[src/rtl/pll_lock_monitor.sv]
// pll_lock_monitor
// ----------------
// Lock detector and frequency meter for the digital PLL. Runs on the DCO
// output clock, counts DCO cycles per period of the reference osc, and
// compares that count against the feedback ratio div. Reports the measured
// ratio, a lock flag and a loss-of-reference flag. Purely observational:
// nothing here feeds back into the loop trim.
//
// Build option:
//   PLL_LOCK_MON_HYST_EN  when defined, LOCKED tolerates one isolated bad
//                         measurement; two consecutive bad ones drop lock.
//                         When undefined, any bad measurement drops lock.
//                         A reference timeout drops lock in both builds.

module pll_lock_monitor #(
    parameter int CNT_W       = 7,   // period counter / meas width (>= 5)
    parameter int TOL         = 1,   // allowed |meas - div|
    parameter int LOCK_CYCLES = 4    // consecutive good periods to lock, 1..15
) (
    input  logic             clock,
    input  logic             resetb,
    input  logic             enable,
    input  logic             osc,
    input  logic [4:0]       div,
    output logic [CNT_W-1:0] meas,
    output logic             meas_valid,
    output logic             locked,
    output logic             osc_lost
);

    typedef enum logic [1:0] {
        IDLE    = 2'd0,
        ACQUIRE = 2'd1,
        LOCKED  = 2'd2
    } state_t;

    // One extra bit so div + TOL can never wrap during the window test.
    localparam int               EW     = CNT_W + 1;
    localparam logic [CNT_W-1:0] SAT    = {CNT_W{1'b1}};
    localparam logic [EW-1:0]    TOL_E  = EW'(TOL);
    localparam logic [3:0]       LOCK_N = 4'(LOCK_CYCLES);

    state_t           state;
    logic [CNT_W-1:0] cnt;
    logic             primed;
    logic [3:0]       good_run;

    logic             osc_s1;
    logic             osc_s2;
    logic             osc_d;
    logic             osc_rise;
    logic             saturated;

    logic [EW-1:0]    div_e;
    logic [EW-1:0]    cnt_e;
    logic [EW-1:0]    win_lo;
    logic [EW-1:0]    win_hi;
    logic             good;
    logic [3:0]       good_run_inc;
    logic             drop_on_bad;

    // Reference synchronizer and rising-edge detect; free-running under enable.
    // NOTE: only resetb clears these flops. Gating them with enable would let a
    // stale osc level fake a rising edge the moment the monitor is re-enabled.
    always_ff @(posedge clock or negedge resetb) begin
        if (!resetb) begin
            osc_s1 <= 1'b0;
            osc_s2 <= 1'b0;
            osc_d  <= 1'b0;
        end else begin
            osc_s1 <= osc;
            osc_s2 <= osc_s1;
            osc_d  <= osc_s2;
        end
    end

    assign osc_rise  = osc_s2 & ~osc_d;
    assign saturated = (cnt == SAT);

    // Tolerance window test on the count about to be captured as meas.
    // NOTE: every variable gets a value before any condition is evaluated, so
    // no path through this block can leave a latch behind.
    always_comb begin
        div_e  = EW'(div);
        cnt_e  = EW'(cnt);
        win_hi = div_e + TOL_E;
        win_lo = (div_e >= TOL_E) ? (div_e - TOL_E) : '0;
        good   = (div_e != '0) && (cnt_e >= win_lo) && (cnt_e <= win_hi);
    end

    assign good_run_inc = good_run + 4'd1;

`ifdef PLL_LOCK_MON_HYST_EN
    logic strike;

    // Strike flag: remembers one bad measurement while locked; a good one
    // forgives it, a second bad one is what drops lock.
    always_ff @(posedge clock or negedge resetb) begin
        if (!resetb) begin
            strike <= 1'b0;
        end else if (!enable || state == IDLE) begin
            strike <= 1'b0;
        end else if (osc_rise) begin
            if (primed && state == LOCKED) begin
                // good -> 0, first bad -> 1, second bad -> 0 (lock drops)
                strike <= !good && !strike;
            end
        end else if (saturated) begin
            strike <= 1'b0;
        end
    end

    assign drop_on_bad = strike;
`else
    assign drop_on_bad = 1'b1;
`endif

    // Main FSM: period counter, priming, measurement capture, lock and timeout.
    // Priority: enable low, then osc edge, then counter saturation.
    // NOTE: all state updates here are non-blocking so every register samples
    // the pre-edge values of its neighbours, as real flops do.
    always_ff @(posedge clock or negedge resetb) begin
        if (!resetb) begin
            state      <= IDLE;
            cnt        <= '0;
            primed     <= 1'b0;
            good_run   <= '0;
            meas       <= '0;
            meas_valid <= 1'b0;
            locked     <= 1'b0;
            osc_lost   <= 1'b0;
        end else begin
            meas_valid <= 1'b0;

            if (!enable) begin
                state    <= IDLE;
                cnt      <= '0;
                primed   <= 1'b0;
                good_run <= '0;
                meas     <= '0;
                locked   <= 1'b0;
                osc_lost <= 1'b0;
            end else if (state == IDLE) begin
                // Counting starts once we are in ACQUIRE; all state is still 0.
                state <= ACQUIRE;
            end else if (osc_rise) begin
                cnt <= CNT_W'(1);
                if (!primed) begin
                    // Priming edge: opens the first period, produces no meas.
                    primed   <= 1'b1;
                    osc_lost <= 1'b0;
                end else begin
                    meas       <= cnt;
                    meas_valid <= 1'b1;
                    case (state)
                        ACQUIRE: begin
                            if (good) begin
                                good_run <= good_run_inc;
                                if (good_run_inc >= LOCK_N) begin
                                    state  <= LOCKED;
                                    locked <= 1'b1;
                                end
                            end else begin
                                good_run <= '0;
                            end
                        end
                        LOCKED: begin
                            if (!good && drop_on_bad) begin
                                state    <= ACQUIRE;
                                locked   <= 1'b0;
                                good_run <= '0;
                            end
                        end
                        default: begin
                            state <= IDLE;
                        end
                    endcase
                end
            end else if (saturated) begin
                // Reference timeout: no osc edge for a full counter range.
                state    <= ACQUIRE;
                osc_lost <= 1'b1;
                locked   <= 1'b0;
                good_run <= '0;
                primed   <= 1'b0;
            end else begin
                cnt <= cnt + CNT_W'(1);
            end
        end
    end

endmodule

[config.mk]
export PLATFORM = sky130hd
export DESIGN_NAME = pll_lock_monitor
export DESIGN_NICKNAME = d
export VERILOG_FILES = /design/src/rtl/pll_lock_monitor.sv
export SDC_FILE = /design/constraint.sdc
export NUM_CORES = 1
export LEC_CHECK = 0
export ABC_AREA = 1
export BUFFER_PORTS_ARGS = -buffer_cell sky130_fd_sc_hd__clkbuf_2
export CAP_MARGIN = 30
export CORE_UTILIZATION = 50
export DETAILED_ROUTE_END_ITERATION = 7
export GPL_ROUTABILITY_DRIVEN = 0
export HOLD_SLACK_MARGIN = 0.1
export PLACE_DENSITY = 0.69
export SYNTH_ARGS = -nofsm -noshare
export SYNTH_HDL_FRONTEND = slang
export SYNTH_SLANG_ARGS = --single-unit
[constraint.sdc]
create_clock -name clock -period 1.97 [get_ports clock]
set_input_delay 0.0985 -clock clock [delete_from_list [all_inputs] [get_ports clock]]
set_output_delay 0.0985 -clock clock [all_outputs]
set_load 0.02 [all_outputs]
==> flow_summary.json <==
{
  "fin_crit_sh_pct": 106.4,
  "row_count": 21,
  "clock_latency_ps": 270,
  "die_area_um2": 3966,
  "initial_core_util_pct": 54.02,
  "n_antenna_cell": 0,
  "leakage_nw": 1.253,
  "wirelength_met1_mm": 1.985,
  "io_pins": 19,
  "critical-path-max-stage-delay_ps": 440,
  "dr.pass1.iters": 5,
  "cts_made_buffers": 3,
  "multi_input_area_um2": 1131,
  "routed-wl-met2_mm": 2.236,
  "vias": 1727,
  "grt-ovfl-total": 0,
  "ys_seq_elements": 27,
  "yosysSeqAreaShare_pct": 36.34,
  "synth_compound_area_share_pct": 11.57,
  "path_clk_slew_ps": 90,
  "final_hold_viol_count": 0,
  "htreeDepth": 1,
  "clock-skew-final_ps": 2.465,
  "final_nets": 320,
  "worst_slack_ps": -126.3,
  "grt_pass1_wl_mm": 7.224,
  "core_um2": 3442,
  "timing.fmax_ghz": 0.4770,
  "final_util_pct": 70.34,
  "worstSetupEndpointType": "register",
  "synth_warnings": 0,
  "grt_usage_pct": 22.68,
  "setup_viol": 5,
  "crit_fanout": 3,
  "topRoutingLayerUsed": "met4",
  "first_global_vias": 1672,
  "arrival_ps": 2260,
  "grt_max_degree": 28,
  "drcViolationCount": 0,
  "io_buffers": 18,
  "peakVddDrop_mv": 0.4018,
  "ys_types": 25,
  "rsz0062_at_grt": "true",
  "path_cells": "ha_2 -> nand2_1 -> nor2_1 -> nand4_1 -> a21oi_4 -> nand2_2 -> nand2_2 -> nand3_2 -> nand2_2 -> nand2_2 -> nand2_1 -> nand2_1",
  "wl_per_cell_um": 13.29,
  "antenna_found_initial": 0,
  "drtIter0Drc": 106,
  "fillers": 282,
  "layout_min_cycle_time_ps": 2096,
  "critPathLaunchType": "register",
  "pre_cts_ws_ps": -281.4,
  "dpl.hpwl_mm": 3.012,
  "min_path_type": "in -> reg",
  "dp_cells": 321,
  "synth_top_area_cell": "dfrtp_1",
  "areaGrowthSynthToFinish_pct": 30.22,
  "crit_type": "reg -> reg",
  "cts_tree": "yes",
  "synthSimpleGateAreaFrac_pct": 25.44,
  "drv_slew": 0,
  "critical_path.slowest_cell": "dfrtp_1",
  "met3WireLength_um": 143,
  "synth_top_family_by_area": "simple AND/OR/NAND/NOR gates",
  "synth_area_um2": 1859,
  "violations": "setup timing",
  "p_per_area_nw_per_um2": 640.9,
  "fp.dieW_um": 62.98,
  "syn_area_per_cell_um2": 7.779,
  "clock-sinks": 27,
  "synth_xor_area_share_pct": 2.355,
  "ant_nets": 0,
  "synth_top_area_share_pct": 36.34,
  "clockBufferDepth": 2,
  "crit_buf_inv": 0,
  "synthAdderAreaFrac_pct": 14.80,
  "instances_no_fill": 334,
  "status": "finished with violations",
  "netlist_top_cells_area": "dfrtp_1, ha_1, nand2_1",
  "seqCellArea_um2": 678.2,
  "fp.dieH_um": 62.98,
  "synth_mux_area_share_pct": 0,
  "worst_slew_pin_slew_ps": 674.7,
  "synth_nets": 270,
  "maxCapViolCount": 0,
  "syn_inst": 239,
  "required_ps": 2140,
  "routed_wl_mm": 4.439,
  "avgViaCountPerCell": 5.171,
  "crit_top_cell": "nand2_2",
  "cts_root_buffer": "clkbuf_8",
  "drive_gt1_share_pct": 32.29,
  "critical_path.top_delay_family": "simple AND/OR/NAND/NOR gates",
  "slew_headroom_pct": 55.02
}
==> through the flow <==
step | TNS [ps] | area [um^2] | hold slack (ps) | total power [mW]
floorplan | 0 | 1859 | -197.1 | 0.9757
global placement | -1436 | 2142 | 153.6 | 1.135
detailed placement | -1711 | 2142 | 164.1 | 1.144
CTS | 0 | 2221 | 142.2 | 1.462
global route | -932.8 | 2421 | 154.4 | 1.672
finish | -390.3 | 2421 | 146.5 | 1.552
==> synthesized netlist by cell type <==
cell type and count:
nand2_1 54, inv_1 46, dfrtp_1 27, ha_1 22, nand3_1 15, nor2_1 15
o21ai_0 13, a21oi_1 10, o22ai_1 8, nand2_2 6, nand4_1 3, xor2_1 3
nor2_2 2, nor2_4 2, or2_2 2, xnor2_1 2, a211o_2 1, a21oi_2 1
a21oi_4 1, a22oi_1 1, inv_2 1, nand3_2 1, nand3b_4 1, nor3_1 1
o211ai_1 1
==> tightest hold or removal path, cell delays in order <==
cell	delay (ps)
clkbuf_2	120
o211ai_1	90
o21ai_0	80
==> cells by family (layout without fill, tap and decap cells) <==
logic type / Yosys count / in the layout
simple gates: 102 / 102
buf+inv: 47 / 96
compound gates: 36 / 36
flops: 27 / 27
fa+ha+maj: 22 / 22
xor+xnor: 5 / 5
==> metal layers <==
layer	vias to the layer above	track usage (%)
met3	10	3.832
li1	866	-
met4	0	7.849
met5	-	0
met2	44	38.17
met1	807	29.12
==> placed cells by master, fill, tap and decap left out, types with 2 or more instances in the layout <==
master,count
o21ai_1,4
dfrtp_2,2
clkbuf_8,3
nand2_1,47
xor2_1,3
a21oi_2,2
buf_6,3
o21ai_0,9
inv_1,38
dlygate4sd3_1,2
inv_2,7
nor2_1,14
ha_4,6
buf_4,23
dfrtp_1,25
nor2_4,2
clkbuf_2,16
nand3_1,14
nor2_2,3
nand4_1,3
o22ai_1,8
a21oi_1,9
ha_1,15
nand2_2,13
==> power breakdown <==
| group | internal, mW | switching [mW] | total (mW) |
|---|---|---|---|
| clock network | 0.142 | 0.172 | 0.314 |
| logic | 0.241 | 0.352 | 0.593 |
| registers | 0.602 | 0.0425 | 0.644 |
| total | 0.985 | 0.567 | 1.55 |
==> timing repair <==
item | CTS | global route
resized for setup | 1 | 49
buffers inserted | 1 | 6
setup endpoints to repair | 2 | 7
gates cloned | 0 | 0
pin swaps | 1 | 19
endpoints found under the hold margin | 28 | 0
hold buffers | 2 | 0
==> final timing paths <==
kind | from | slack, ps | cells past startpoint | end
min in group asynchronous | resetb | 390 | 2 | good_run[3]$_DFFE_PN0P_
max in group asynchronous | resetb | 1100 | 2 | cnt[2]$_DFFE_PN0P_
worst min-delay path | enable | 150 | 3 | cnt[0]$_DFFE_PN0P_
worst max register to register | cnt[5]$_DFFE_PN0P_ | -130 | 12 | state[0]$_DFFE_PN0P_
worst max-delay path | cnt[5]$_DFFE_PN0P_ | -130 | 12 | state[0]$_DFFE_PN0P_
worst min register to register | osc_s1$_DFF_PN0_ | 360 | 0 | osc_s2$_DFF_PN0_
==> flip-flops by register name, summed over array words and instances (netlist names) <==
| name | cells |
|---|---|
| cnt | 7 |
| good_run | 4 |
| locked | 1 |
| meas | 7 |
| meas_valid | 1 |
| osc_d | 1 |
| osc_lost | 1 |
| osc_s1 | 1 |
| osc_s2 | 1 |
| primed | 1 |
| state | 2 |
==> cell type report <==
type                    count  area share [%]
multi-input cells         165           46.72
repair buffers             45           13.28
flip-flops and latches     27           28.01
clock buffers               3           1.705
well taps                  46           2.377
inverters                  47           7.700
clock inverters             1          0.2067
Power figures use the tool's default switching activity.
